--- config.mk ---
export PLATFORM = sky130hd
export DESIGN_NAME = decode
export DESIGN_NICKNAME = d
export VERILOG_FILES = /design/src/rtl/decode_pkg.sv /design/src/rtl/imm_gen.sv /design/src/rtl/decode.sv
export SDC_FILE = /design/constraint.sdc
export NUM_CORES = 1
export LEC_CHECK = 0
export BUFFER_PORTS_ARGS = -buffer_cell sky130_fd_sc_hd__buf_2
export CORE_ASPECT_RATIO = 0.5
export CORE_MARGIN = 2
export CORE_UTILIZATION = 40
export DETAILED_ROUTE_END_ITERATION = 10
export PLACE_DENSITY = 0.74
export SYNTH_ARGS = -nofsm -noshare
export SYNTH_HDL_FRONTEND = slang
export SYNTH_SLANG_ARGS = --single-unit
--- constraint.sdc ---
create_clock -name clk -period 1.7 [get_ports clk]
set_input_delay 0.34 -clock clk [delete_from_list [all_inputs] [get_ports clk]]
set_output_delay 0.34 -clock clk [all_outputs]
set_load 0.01 [all_outputs]
--- src/rtl/decode_pkg.sv ---
// rtl/decode_pkg.sv - opcodes, ALU op encoding and decoded bundle shared by the decode stage
package decode_pkg;

    localparam logic [6:0] OPC_LUI      = 7'b0110111;
    localparam logic [6:0] OPC_AUIPC    = 7'b0010111;
    localparam logic [6:0] OPC_JAL      = 7'b1101111;
    localparam logic [6:0] OPC_JALR     = 7'b1100111;
    localparam logic [6:0] OPC_BRANCH   = 7'b1100011;
    localparam logic [6:0] OPC_LOAD     = 7'b0000011;
    localparam logic [6:0] OPC_STORE    = 7'b0100011;
    localparam logic [6:0] OPC_OP_IMM   = 7'b0010011;
    localparam logic [6:0] OPC_OP       = 7'b0110011;
    localparam logic [6:0] OPC_MISC_MEM = 7'b0001111;
    localparam logic [6:0] OPC_SYSTEM   = 7'b1110011;

    localparam logic [31:0] NOP_INSN = 32'h00000013;

    // M-ops sit at 5'b10_xxx so the low bits are simply funct3
    typedef enum logic [4:0] {
        ALU_ADD    = 5'd0,
        ALU_SUB    = 5'd1,
        ALU_SLL    = 5'd2,
        ALU_SLT    = 5'd3,
        ALU_SLTU   = 5'd4,
        ALU_XOR    = 5'd5,
        ALU_SRL    = 5'd6,
        ALU_SRA    = 5'd7,
        ALU_OR     = 5'd8,
        ALU_AND    = 5'd9,
        ALU_PASSB  = 5'd10,
        ALU_MUL    = 5'd16,
        ALU_MULH   = 5'd17,
        ALU_MULHSU = 5'd18,
        ALU_MULHU  = 5'd19,
        ALU_DIV    = 5'd20,
        ALU_DIVU   = 5'd21,
        ALU_REM    = 5'd22,
        ALU_REMU   = 5'd23
    } alu_op_e;

    typedef struct packed {
        logic        valid;
        logic [31:0] imm;
        logic [4:0]  rd;
        logic [4:0]  rs1;
        logic [4:0]  rs2;
        logic [2:0]  funct3;
        alu_op_e     alu_op;
        logic        alu_src_imm;
        logic        reg_write;
        logic        mem_read;
        logic        mem_write;
        logic        branch;
        logic        jal;
        logic        jalr;
        logic        lui;
        logic        auipc;
        logic        illegal;
    } bundle_t;

    localparam bundle_t NOP_BUNDLE = '0;

    function automatic alu_op_e alu_from_funct3(input logic [2:0] funct3, input logic alt);
        case (funct3)
            3'b000:  return alt ? ALU_SUB : ALU_ADD;
            3'b001:  return ALU_SLL;
            3'b010:  return ALU_SLT;
            3'b011:  return ALU_SLTU;
            3'b100:  return ALU_XOR;
            3'b101:  return alt ? ALU_SRA : ALU_SRL;
            3'b110:  return ALU_OR;
            default: return ALU_AND;
        endcase
    endfunction

endpackage

--- src/rtl/imm_gen.sv ---
// rtl/imm_gen.sv - combinational sign-extended immediate for I/S/B/U/J formats
import decode_pkg::*;

module imm_gen (
    input  logic [31:0] command,
    output logic [31:0] imm
);

    always_comb begin
        case (command[6:0])
            OPC_JALR, OPC_LOAD, OPC_OP_IMM:
                imm = {{20{command[31]}}, command[31:20]};
            OPC_STORE:
                imm = {{20{command[31]}}, command[31:25], command[11:7]};
            OPC_BRANCH:
                imm = {{19{command[31]}}, command[31], command[7], command[30:25], command[11:8], 1'b0};
            OPC_LUI, OPC_AUIPC:
                imm = {command[31:12], 12'b0};
            OPC_JAL:
                imm = {{11{command[31]}}, command[31], command[19:12], command[20], command[30:21], 1'b0};
            default:
                imm = '0;
        endcase
    end

endmodule

--- src/rtl/decode.sv ---
// rtl/decode.sv - RV32I decode stage with load-use stall; DECODE_RV32M_EN adds the M extension ops
import decode_pkg::*;

module decode (
    input  logic        clk,
    input  logic        rst_n,
    input  logic        stop,
    input  logic        flush,
    input  logic [31:0] command,
    input  logic [31:0] now_pc,
    input  logic [4:0]  ex_rd,
    input  logic        ex_mem_read,
    output logic [4:0]  rs1_addr,
    output logic [4:0]  rs2_addr,
    output logic        stall_req,
    output logic        d_valid,
    output logic [31:0] d_pc,
    output logic [31:0] d_imm,
    output logic [4:0]  d_rd,
    output logic [4:0]  d_rs1,
    output logic [4:0]  d_rs2,
    output logic [2:0]  d_funct3,
    output logic [4:0]  d_alu_op,
    output logic        d_alu_src_imm,
    output logic        d_reg_write,
    output logic        d_mem_read,
    output logic        d_mem_write,
    output logic        d_branch,
    output logic        d_jal,
    output logic        d_jalr,
    output logic        d_lui,
    output logic        d_auipc,
    output logic        d_illegal
);

    logic [6:0]  opcode;
    logic [2:0]  funct3;
    logic [6:0]  funct7;
    logic [4:0]  rd;
    logic [31:0] imm;
    logic        legal;
    logic        use_rs1;
    logic        use_rs2;
    bundle_t     dec;
    bundle_t     q;
    logic [31:0] pc_q;

    assign opcode   = command[6:0];
    assign rd       = command[11:7];
    assign funct3   = command[14:12];
    assign funct7   = command[31:25];
    assign rs1_addr = command[19:15];
    assign rs2_addr = command[24:20];

    imm_gen u_imm_gen (
        .command (command),
        .imm     (imm)
    );

    // Hazard check is by format, so a garbage rs field in U/J types never stalls
    assign use_rs1 = opcode inside {OPC_JALR, OPC_BRANCH, OPC_LOAD, OPC_STORE, OPC_OP_IMM, OPC_OP};
    assign use_rs2 = opcode inside {OPC_BRANCH, OPC_STORE, OPC_OP};
    assign stall_req = ex_mem_read && (ex_rd != 5'd0) &&
                       ((use_rs1 && ex_rd == rs1_addr) || (use_rs2 && ex_rd == rs2_addr));

    always_comb begin
        dec       = NOP_BUNDLE;
        dec.valid = 1'b1;
        legal     = 1'b1;
        case (opcode)
            OPC_LUI: begin
                dec.rd = rd; dec.imm = imm; dec.alu_op = ALU_PASSB;
                dec.alu_src_imm = 1'b1; dec.reg_write = 1'b1; dec.lui = 1'b1;
            end
            OPC_AUIPC: begin
                dec.rd = rd; dec.imm = imm;
                dec.alu_src_imm = 1'b1; dec.reg_write = 1'b1; dec.auipc = 1'b1;
            end
            OPC_JAL: begin
                dec.rd = rd; dec.imm = imm; dec.reg_write = 1'b1; dec.jal = 1'b1;
            end
            OPC_JALR: begin
                legal = (funct3 == 3'b000);
                dec.rd = rd; dec.rs1 = rs1_addr; dec.funct3 = funct3; dec.imm = imm;
                dec.alu_src_imm = 1'b1; dec.reg_write = 1'b1; dec.jalr = 1'b1;
            end
            OPC_BRANCH: begin
                legal = (funct3[2:1] != 2'b01);
                dec.rs1 = rs1_addr; dec.rs2 = rs2_addr; dec.funct3 = funct3; dec.imm = imm;
                dec.branch = 1'b1;
                dec.alu_op = funct3[2] ? (funct3[1] ? ALU_SLTU : ALU_SLT) : ALU_SUB;
            end
            OPC_LOAD: begin
                legal = (funct3 != 3'b011) && (funct3[2:1] != 2'b11);
                dec.rd = rd; dec.rs1 = rs1_addr; dec.funct3 = funct3; dec.imm = imm;
                dec.alu_src_imm = 1'b1; dec.reg_write = 1'b1; dec.mem_read = 1'b1;
            end
            OPC_STORE: begin
                legal = !funct3[2] && (funct3 != 3'b011);
                dec.rs1 = rs1_addr; dec.rs2 = rs2_addr; dec.funct3 = funct3; dec.imm = imm;
                dec.alu_src_imm = 1'b1; dec.mem_write = 1'b1;
            end
            OPC_OP_IMM: begin
                if (funct3 == 3'b001)
                    legal = (funct7 == 7'b0000000);
                else if (funct3 == 3'b101)
                    legal = (funct7 == 7'b0000000) || (funct7 == 7'b0100000);
                dec.rd = rd; dec.rs1 = rs1_addr; dec.funct3 = funct3; dec.imm = imm;
                dec.alu_src_imm = 1'b1; dec.reg_write = 1'b1;
                dec.alu_op = alu_from_funct3(funct3, funct3 == 3'b101 && funct7[5]);
            end
            OPC_OP: begin
                dec.rd = rd; dec.rs1 = rs1_addr; dec.rs2 = rs2_addr; dec.funct3 = funct3;
                dec.reg_write = 1'b1;
                if (funct7 == 7'b0000000)
                    dec.alu_op = alu_from_funct3(funct3, 1'b0);
                else if (funct7 == 7'b0100000 && (funct3 == 3'b000 || funct3 == 3'b101))
                    dec.alu_op = alu_from_funct3(funct3, 1'b1);
                else if (funct7 == 7'b0000001) begin
`ifdef DECODE_RV32M_EN
                    dec.alu_op = alu_op_e'({2'b10, funct3});
`else
                    legal = 1'b0;
`endif
                end
                else
                    legal = 1'b0;
            end
            OPC_MISC_MEM: ;
            // Only ECALL/EBREAK are accepted; CSR forms are not supported
            OPC_SYSTEM: legal = (command[31:21] == 11'd0) && (command[19:7] == 13'd0);
            default: legal = 1'b0;
        endcase
        if (!legal) begin
            dec         = NOP_BUNDLE;
            dec.valid   = 1'b1;
            dec.illegal = 1'b1;
        end
        if (dec.rd == 5'd0)
            dec.reg_write = 1'b0;
    end

    always_ff @(posedge clk or negedge rst_n) begin
        if (!rst_n) begin
            q    <= NOP_BUNDLE;
            pc_q <= '0;
        end else if (flush) begin
            q <= NOP_BUNDLE;
        end else if (!stop) begin
            if (stall_req) begin
                q <= NOP_BUNDLE;
            end else begin
                q    <= dec;
                pc_q <= now_pc;
            end
        end
    end

    assign d_valid       = q.valid;
    assign d_pc          = pc_q;
    assign d_imm         = q.imm;
    assign d_rd          = q.rd;
    assign d_rs1         = q.rs1;
    assign d_rs2         = q.rs2;
    assign d_funct3      = q.funct3;
    assign d_alu_op      = q.alu_op;
    assign d_alu_src_imm = q.alu_src_imm;
    assign d_reg_write   = q.reg_write;
    assign d_mem_read    = q.mem_read;
    assign d_mem_write   = q.mem_write;
    assign d_branch      = q.branch;
    assign d_jal         = q.jal;
    assign d_jalr        = q.jalr;
    assign d_lui         = q.lui;
    assign d_auipc       = q.auipc;
    assign d_illegal     = q.illegal;

endmodule

==> impl_metrics.csv, run 1 <==
group,metric,value,unit
outcome,outcome,"finished, violations left",
outcome,violations,"negative setup slack",
synth,yosysTopAreaCell,"dfrtp_1",
synth,ys_warn_count,0,
synth,synth_seq_cells,97,
layout,fin_util,0.6349,
drt,dr.pass1.iters,5,
global_route,grt_pass1_wl,23030,um
synth,async_flop_share,1.000,
synth,syn_inst,422,
drt,drt_wl_total,15070,um
placed_design,gp_congestion,0.9232,
floorplan,die_x,156.3,um
synth,syn-num-nets,496,
drt,vias_per_cell,5.483,
layout,final_common_cell,"buf_2",
clocking,cts.sinks,97,
timing,max_slew.worst_pin.slew,538.8,ps
setup_path,required,1970,ps
global_route,grt_usage,0.2392,
synth,synth.area.top_cells,"dfrtp_1, mux2_1, a32o_1",
synth,netlist_area,4638,sq um
layout,area.growth.synth_to_final,52.60,%
power_and_ir_drop,ir_drop,0.4941,mV
floorplan,rows,27,
synth,yosys.area_share.adder,0,
synth,synthSimpleGateAreaFrac,0.1152,
clocking,cts.path.max_buffers,2,
setup_path,cp_max_fo,20,
setup_path,critPathKind,"in2reg",
synth,postSynthAreaPerCell,10.99,sq um
global_route,grt.overflow.total,0,
clocking,clk_pin_slew,70,ps
global_route,grt_pass1_vias,4411,
timing,layout_min_cycle_time,1923,ps
synth,yosysTopAreaCellShare,0.5233,
timing,fin_crit_sh,1.131,
drt,drcViolationCount,0,
synth,synthXorXnorAreaFrac,0.02266,
setup_path,cp-end-kind,"flop",
synth,synth_edf_count,0,
drt,vias,4551,
drt,routedWlPerCell,18.16,um
layout,final_cell_mix,"buf_2, dfrtp_1, buf_4",
global_route,antenna_found_initial,0,
clocking,cts_tree,"yes",
synth,synth_compound_area_frac,0.1999,
setup_path,arrival,2190,ps
floorplan,dieHeight,80.15,um
layout,fill_cells,903,
synth,synth_seq_area_share,0.5233,
power_and_ir_drop,leakagePower,3.529,nW
layout,num_antenna_cells,0,
clocking,numCtsBuffers,9,
setup_path,rr_startpoint,"d_pc[27]$_DFFE_PN0P_",
placed_design,dp_hpwl,10840,um
timing,fin_ws,-223.0,ps
synth,synthFlopType,"dfrtp_1",
global_route,grt_max_degree,66,
timing,setup_violations,97,
setup_path,worstSetupStartpoint,"ex_rd[4]",
floorplan,die_area,12530,sq um
setup_path,reg2reg_slack,930,ps
min_path,hp-class,"in2reg",
timing,grt_setup_unrepaired,"true",
job,max_cap_violations,0,
clocking,cts_max_level,3,
layout,multi_input_area,2233,sq um
setup_path,critical_path.endpoint,"d_imm[12]$_DFFE_PN0P_",
timing,slew_violations,0,
setup_path,reg2reg_depth,1,
layout,drive_above_1_share,0.5504,
setup_path,worstReg2RegEnd,"d_pc[27]$_DFFE_PN0P_",
clocking,cts-root-buf,"clkbuf_16",
synth,synth.distinct_cells,58,
clocking,clk_latency,340,ps
timing,maxSlewHeadroom,0.6408,
drt,drtIter0Drc,279,
setup_path,critPathLaunchType,"input pin",
timing,hold_viol,0,
drt,ant_nets,0,
floorplan,coreArea,11150,sq um
floorplan,start_util,0.4160,
layout,layout.nets,754,
timing,skew,0,ps
power_and_ir_drop,powerDensity,779.7,nW/um^2
synth,synth_top_family_by_area,"compound AO/OA/AOI/OAI gates",
layout,regArea,2427,sq um
timing,fmax,520.0,MHz
floorplan,ios,183,
timing,tns,-15900,ps
placed_design,numPortBuffers,181,
synth,muxShareOfSynthArea,0.07985,
metal layers:
metal,up-vias,share of wire,global-route usage
met2,192,0.47,0.4000
met4,0,0.017,0.06697
met3,27,0.077,0.06314
li1,2082,-,-
met5,-,0,0
met1,2250,0.43,0.3091
area by class of cell:
class | instances | share of cell area
Sequential cell | 97 | 0.3429
Multi-Input combinational cell | 278 | 0.3155
Timing Repair Buffer | 290 | 0.2728
Clock buffer | 11 | 0.03571
Tap cell | 145 | 0.02563
Clock inverter | 5 | 0.005303
Inverter | 4 | 0.002121
through the flow:
stage / power, W / setup slack (ps) / cells / area [sq um] / hold WS [ps]
2_1_floorplan: 0.002992 / -373.4 / 422 / 4801 / 44.41
3_3_place_gp: 0.003483 / -587.7 / 803 / 6441 / 313.7
3_5_place_dp: 0.003499 / -580.6 / 803 / 6441 / 318.1
4_1_cts: 0.005526 / -177.9 / 825 / 6957 / 208.8
5_1_grt: 0.005764 / -288.4 / 830 / 7078 / 215.0
6_report: 0.005519 / -223.0 / 830 / 7078 / 223.9
sequential cells by signal (all words and copies together) (netlist names), 3 cells and up:
signal,count
d_funct3,3
d_rs1,5
d_rs2,5
d_rd,5
d_pc,32
d_alu_op,4
d_imm,32
where the power goes:
| part | internal, W | switching (W) |
|---|---|---|
| sequential | 0.00242 | 0.0000591 |
| combinational | 0.000547 | 0.000499 |
| clock | 0.00108 | 0.000909 |
repair_timing:
action / CTS / global route
cloned: 1 / 1
buffers inserted: 4 / 4
gates resized for setup: 39 / 16
hold buffers: 1 / 0
hold endpoints to repair: 27 / 0
pin swaps: 12 / 5
endpoints found under the setup margin: 95 / 96
worst max-delay path, cell delays in order:
cell and delay [ps]:
buf_6 90, or4_4 530, o21ai_4 160, nand4bb_1 180
o211a_4 300, buf_8 180, o21ai_4 80, buf_12 160
o21ai_1 160
synth_stat cells (3+ instances only):
| cell | instances |
|---|---|
| nand3_1 | 4 |
| nand2_1 | 42 |
| nor3b_1 | 3 |
| nor2_1 | 14 |
| nor2b_1 | 4 |
| o21ai_0 | 8 |
| nand4_1 | 5 |
| xor2_1 | 6 |
| buf_4 | 16 |
| and2_1 | 4 |
| inv_2 | 3 |
| a21oi_1 | 26 |
| a32oi_1 | 4 |
| buf_2 | 9 |
| dfrtp_1 | 97 |
| a32o_1 | 28 |
| a22o_1 | 8 |
| nor4_1 | 5 |
| o31ai_1 | 3 |
| xnor2_1 | 6 |
| a22oi_1 | 6 |
| buf_6 | 3 |
| o21ai_1 | 29 |
| clkbuf_1 | 13 |
| mux2_1 | 32 |
| nor3_1 | 7 |
cell families (layout without fill, tap and decap cells):
family / Yosys count / after routing
AOI/OAI and AO/OA: 128 / 128
and+or+nand+nor: 104 / 104
DFF: 97 / 97
buffers and inverters: 47 / 310
muxes: 33 / 33
xor gates and xnor gates: 12 / 12
other: 1 / 1
worst min-delay path by stage:
stage / start / to / slack (ps) / depth (start not counted)
final: now_pc[29] / d_pc[29]$_DFFE_PN0P_ / 220 / 2
after floorplan: rst_n / d_alu_op[0]$_DFFE_PN0P_ / 40 / 0
after global routing: now_pc[9] / d_pc[9]$_DFFE_PN0P_ / 210 / 2
after global placement: rst_n / d_alu_op[1]$_DFFE_PN0P_ / 310 / 1
after CTS: now_pc[4] / d_pc[4]$_DFFE_PN0P_ / 210 / 2
after detailed placement: rst_n / d_alu_op[1]$_DFFE_PN0P_ / 320 / 1
Power figures use the tool's default switching activity.
==> run 2: changes to the inputs <==
- PLACE_DENSITY: 0.74 -> 0.68
==> run 2 against run 1 <==
Compared with the run above:
- the flow still finishes with violations (negative setup slack)
- largest power group unchanged
- highest routed layer unchanged
- design area is 3.3% higher
- global-route usage hardly changed
- fmax is 1.1% lower
==> impl_metrics.csv, run 2 (synthesized netlist as in run 1, its figures left out) <==
group,metric,value,unit
outcome,outcome,"finished, violations left",
outcome,violations,"negative setup slack",
timing,maxSlewHeadroom,0.6081,
power_and_ir_drop,ir_drop,0.6681,mV
timing,fin_ws,-243.6,ps
placed_design,post-place-ws,-620.1,ps
setup_path,cp-end-kind,"flop",
timing,fin_crit_sh,1.143,
timing,max_slew.worst_pin.slew,587.8,ps
timing,setup_violations,95,
layout,final_cell_mix,"buf_2, dfrtp_1, buf_4",
clocking,cts_tree,"yes",
clocking,clk_pin_slew,70,ps
timing,hold_viol,0,
global_route,grt_usage,0.2392,
layout,fin_util,0.6556,
job,max_cap_violations,0,
global_route,grt_max_degree,66,
layout,layout.nets,760,
layout,final_common_cell,"buf_2",
placed_design,dp_hpwl,10830,um
placed_design,gp_congestion,0.9011,
layout,num_antenna_cells,0,
floorplan,die_area,12530,sq um
clocking,cts.path.max_buffers,2,
timing,fmax,514.5,MHz
global_route,grt_pass1_vias,4454,
layout,area.growth.synth_to_final,57.57,%
drt,routedWlPerCell,18.24,um
floorplan,coreArea,11150,sq um
drt,drtIter0Drc,374,
timing,hold_slack,216.4,ps
clocking,numCtsBuffers,9,
global_route,antenna_found_initial,0,
floorplan,dieHeight,80.15,um
setup_path,critPathLaunchType,"input pin",
timing,slew_violations,0,
floorplan,start_util,0.4160,
clocking,clk_latency,330,ps
floorplan,ios,183,
drt,vias_per_cell,5.435,
global_route,grt_pass1_wl,23160,um
setup_path,cp_max_fo,12,
setup_path,critPathKind,"in2reg",
floorplan,die_x,156.3,um
drt,drcViolationCount,0,
drt,drt_wl_total,15250,um
min_path,hp-class,"in2reg",
timing,skew,0,ps
placed_design,numPortBuffers,181,
floorplan,rows,27,
power_and_ir_drop,leakagePower,3.637,nW
power_and_ir_drop,powerDensity,795.3,nW/um^2
setup_path,arrival,2160,ps
timing,grt_setup_unrepaired,"true",
timing,layout_min_cycle_time,1944,ps
clocking,cts_max_level,3,
drt,dr.pass1.iters,5,
global_route,grt.overflow.total,0,
setup_path,required,1920,ps
layout,drive_above_1_share,0.5702,
drt,vias,4544,
clocking,cts-root-buf,"clkbuf_16",
drt,ant_nets,0,
clocking,cts.sinks,97,
run 2: changes by cell type in the layout (fill, tap and decap cells not counted), moves of 2 or more:
| cell | previous run | this run |
|---|---|---|
| mux2_1 | 0 | 2 |
| o21ai_1 | 13 | 1 |
| clkbuf_8 | 2 | 0 |
| bufinv_16 | 0 | 2 |
| inv_8 | 0 | 2 |
| buf_8 | 3 | 5 |
| buf_4 | 95 | 87 |
| o21ai_2 | 16 | 27 |
| nor2_2 | 0 | 2 |
| mux2_4 | 32 | 30 |
| buf_6 | 7 | 19 |
run 2: stage by stage:
| step | setup TNS, ps | cell area (sq um) | cells | total power (W) |
|---|---|---|---|---|
| floorplan | -29050 | 4801 | 422 | 0.002992 |
| finish | -16310 | 7308 | 836 | 0.005812 |
| global placement | -46950 | 6444 | 805 | 0.003489 |
| CTS | -15890 | 7178 | 834 | 0.005828 |
| global route | -20250 | 7308 | 836 | 0.006049 |
| detailed placement | -52570 | 6444 | 805 | 0.003502 |
run 2: final timing paths:
kind / from / endpoint / slack [ps] / cells past startpoint
max reg2reg: d_pc[15]$_DFFE_PN0P_ / d_pc[15]$_DFFE_PN0P_ / 920 / 1
max in group asynchronous: rst_n / d_rd[3]$_DFFE_PN0P_ / 750 / 3
min: now_pc[4] / d_pc[4]$_DFFE_PN0P_ / 220 / 2
min reg2reg: d_valid$_DFFE_PN0P_ / d_valid$_DFFE_PN0P_ / 470 / 1
min in group asynchronous: rst_n / d_rs1[0]$_DFFE_PN0P_ / 430 / 2
max: command[3] / d_rd[2]$_DFFE_PN0P_ / -240 / 9
run 2: repair_timing:
action,CTS,global route
gates cloned,2,2
pin swaps,18,24
hold endpoints to repair,16,0
resized for setup,60,31
hold buffers,1,0
buffers inserted,10,6
setup endpoints to repair,92,97
run 2: worst max-delay path: stages:
cell	delay, ps
buf_8	100
or3b_4	400
a211o_1	230
nand4bb_1	190
o211a_4	210
buf_6	140
o21a_4	150
buf_12	160
a32o_1	250
run 2: layout make-up:
cell class	count	area, sq um
repair buffers	296	2056
clock inverters	7	107.6
well taps	145	181.4
flip-flops and latches	97	2427
clock buffers	9	225.2
multi-input cells	278	2296
fillers	862	3840
inverters	4	15.01
run 2: layer usage:
metal	up-vias	track usage	wire (um)
met4	0	0.05872	137
met3	12	0.05181	1173
met2	203	0.4035	7240
met5	-	0	0
li1	2088	-	-
met1	2241	0.3168	6701
run 2: where the power goes:
| group | switching, W | total, W | leakage [nW] | internal (W) |
|---|---|---|---|---|
| logic | 0.000510 | 0.00106 | 2.20 | 0.000554 |
| registers | 0.0000591 | 0.00248 | 1.28 | 0.00242 |
| clock network | 0.000946 | 0.00227 | 0.160 | 0.00132 |
| total | 0.00152 | 0.00581 | 3.64 | 0.00430 |
==> run 3: changes to the inputs <==
- CORE_MARGIN: 2 -> unset
- SKIP_LAST_GASP: unset -> 1
==> run 3 against run 2 <==
Compared with the run above:
- the flow still finishes with violations (negative setup slack)
- clock power fell by 8%
- final cell count rose by 1.1%
- wire length up 0.82%
- first-iteration DRC count is 12% higher
- register-to-register slack hardly changed
- core utilization decreased by 0.44 points
- clock skew unchanged
- total power is 2.9% lower
- largest power group unchanged
- combinational power barely moved
- global-route usage grew 0.95 points
- setup slack worse by 12 ps
==> impl_metrics.csv, run 3 (synthesized netlist as in run 1, its figures left out) <==
group,metric,value,unit
drt,drcViolationCount,0,
timing,grt_setup_unrepaired,"true",
floorplan,start_util,0.4160,
timing,fin_crit_sh,1.151,
layout,final_cells,845,
clocking,numCtsBuffers,9,
setup_path,cp-end-kind,"flop",
clocking,cts_tree,"yes",
timing,slew_violations,0,
global_route,antenna_found_initial,0,
floorplan,die_area,12060,sq um
floorplan,dieHeight,78.15,um
setup_path,arrival,2230,ps
drt,ant_nets,0,
timing,tns,-20090,ps
drt,vias,4653,
timing,hold_viol,0,
clocking,cts.sinks,97,
drt,dr.pass1.iters,5,
timing,max_slew.worst_pin.slew,628.1,ps
clocking,cts_max_level,3,
timing,maxSlewHeadroom,0.5812,
drt,drt_wl_total,15380,um
placed_design,gp_congestion,0.8894,
floorplan,coreArea,11150,sq um
power_and_ir_drop,ir_drop,0.4152,mV
clocking,cts-root-buf,"clkbuf_16",
power_and_ir_drop,leakagePower,3.628,nW
outcome,violations,"negative setup slack",
layout,final_common_cell,"buf_2",
outcome,outcome,"finished, violations left",
power_and_ir_drop,powerDensity,777.5,nW/um^2
layout,area.growth.synth_to_final,56.51,%
layout,final_cell_mix,"buf_2, buf_4, dfrtp_1",
drt,routedWlPerCell,18.20,um
global_route,grt_usage,0.2487,
global_route,grt_max_degree,66,
setup_path,critPathKind,"in2reg",
layout,layout.nets,769,
drt,vias_per_cell,5.507,
floorplan,die_x,154.3,um
layout,num_antenna_cells,0,
clocking,cts.path.max_buffers,2,
timing,layout_min_cycle_time,1956,ps
setup_path,critPathLaunchType,"input pin",
drt,drtIter0Drc,419,
layout,drive_above_1_share,0.5571,
placed_design,numPortBuffers,181,
global_route,grt_pass1_vias,4477,
layout,fin_util,0.6512,
clocking,clk_pin_slew,70,ps
placed_design,dp_hpwl,10880,um
timing,fin_ws,-256.0,ps
global_route,grt.overflow.total,0,
setup_path,cp_max_fo,10,
setup_path,required,1970,ps
floorplan,ios,183,
global_route,grt_pass1_wl,23340,um
job,max_cap_violations,0,
floorplan,rows,27,
min_path,hp-class,"in2reg",
timing,fmax,511.2,MHz
power_and_ir_drop,p_total,0.005644,W
timing,hold_slack,225.1,ps
placed_design,dp.cells,812,
timing,setup_violations,97,
timing,skew,0,ps
clocking,clk_latency,340,ps
-- run 3: changes by cell type in the layout (fill, tap and decap cells not counted), moves of 2 or more --
cell,previous run,this run
buf_4,87,101
buf_8,5,2
inv_8,2,0
mux2_1,2,4
mux2_4,30,28
o21ai_1,1,15
o21ai_2,27,14
-- run 3: what timing repair did --
action | 4_1_cts | 5_1_grt
endpoints found under the setup margin | 93 | 95
pin swaps | 14 | 18
gates resized for setup | 33 | 34
hold buffers | 1 | 0
setup buffers | 4 | 9
endpoints found under the hold margin | 30 | 0
cloned | 1 | 2
-- run 3: per-stage QoR --
stage	area, sq um	setup WS (ps)
floorplan	4801	-373.4
global placement	6496	-594.3
detailed placement	6496	-554.4
CTS	7015	-156.2
global route	7259	-286.6
finish	7259	-256.0
-- run 3: final timing paths --
check                                      start                       to  slack [ps]  cells past startpoint
setup / recovery                        ex_rd[1]     d_rs1[1]$_DFFE_PN0P_        -260                      8
hold / removal                        now_pc[21]     d_pc[21]$_DFFE_PN0P_         230                      2
setup reg to reg             d_pc[5]$_DFFE_PN0P_      d_pc[5]$_DFFE_PN0P_         930                      1
hold reg to reg            d_imm[10]$_DFFE_PN0P_    d_imm[10]$_DFFE_PN0P_         470                      2
max in group asynchronous                  rst_n     d_pc[11]$_DFFE_PN0P_         660                      3
min in group asynchronous                  rst_n  d_mem_write$_DFFE_PN0P_         510                      2
-- run 3: power by group --
group          internal [W]  switching, W
Sequential          0.00242     0.0000567
Combinational      0.000565      0.000517
Clock               0.00119      0.000891
Total               0.00418       0.00146
-- run 3: routing by layer --
layer  track usage  vias to the layer above  routed length [um]
li1              -                     2112                   -
met4       0.06436                        0                 212
met3       0.05080                       25                1019
met2        0.4027                      202                7212
met1        0.3425                     2314                6931
met5             0                        -                   0
-- run 3: layout make-up --
cell class / instances / area (sq um)
sequential: 97 / 2427
clock inverter: 5 / 60.06
inverter: 4 / 15.01
multi-input combinational: 278 / 2253
clock buffer: 11 / 242.7
fill: 887 / 3889
timing repair buffer: 305 / 2079
tap: 145 / 181.4
-- run 3: critical path, cell delays in order --
cell and delay [ps]:
buf_6 90, or4_4 540, o21ai_4 190, nand4bb_1 180
o211a_4 300, o21a_4 240, buf_12 150, a32o_1 180
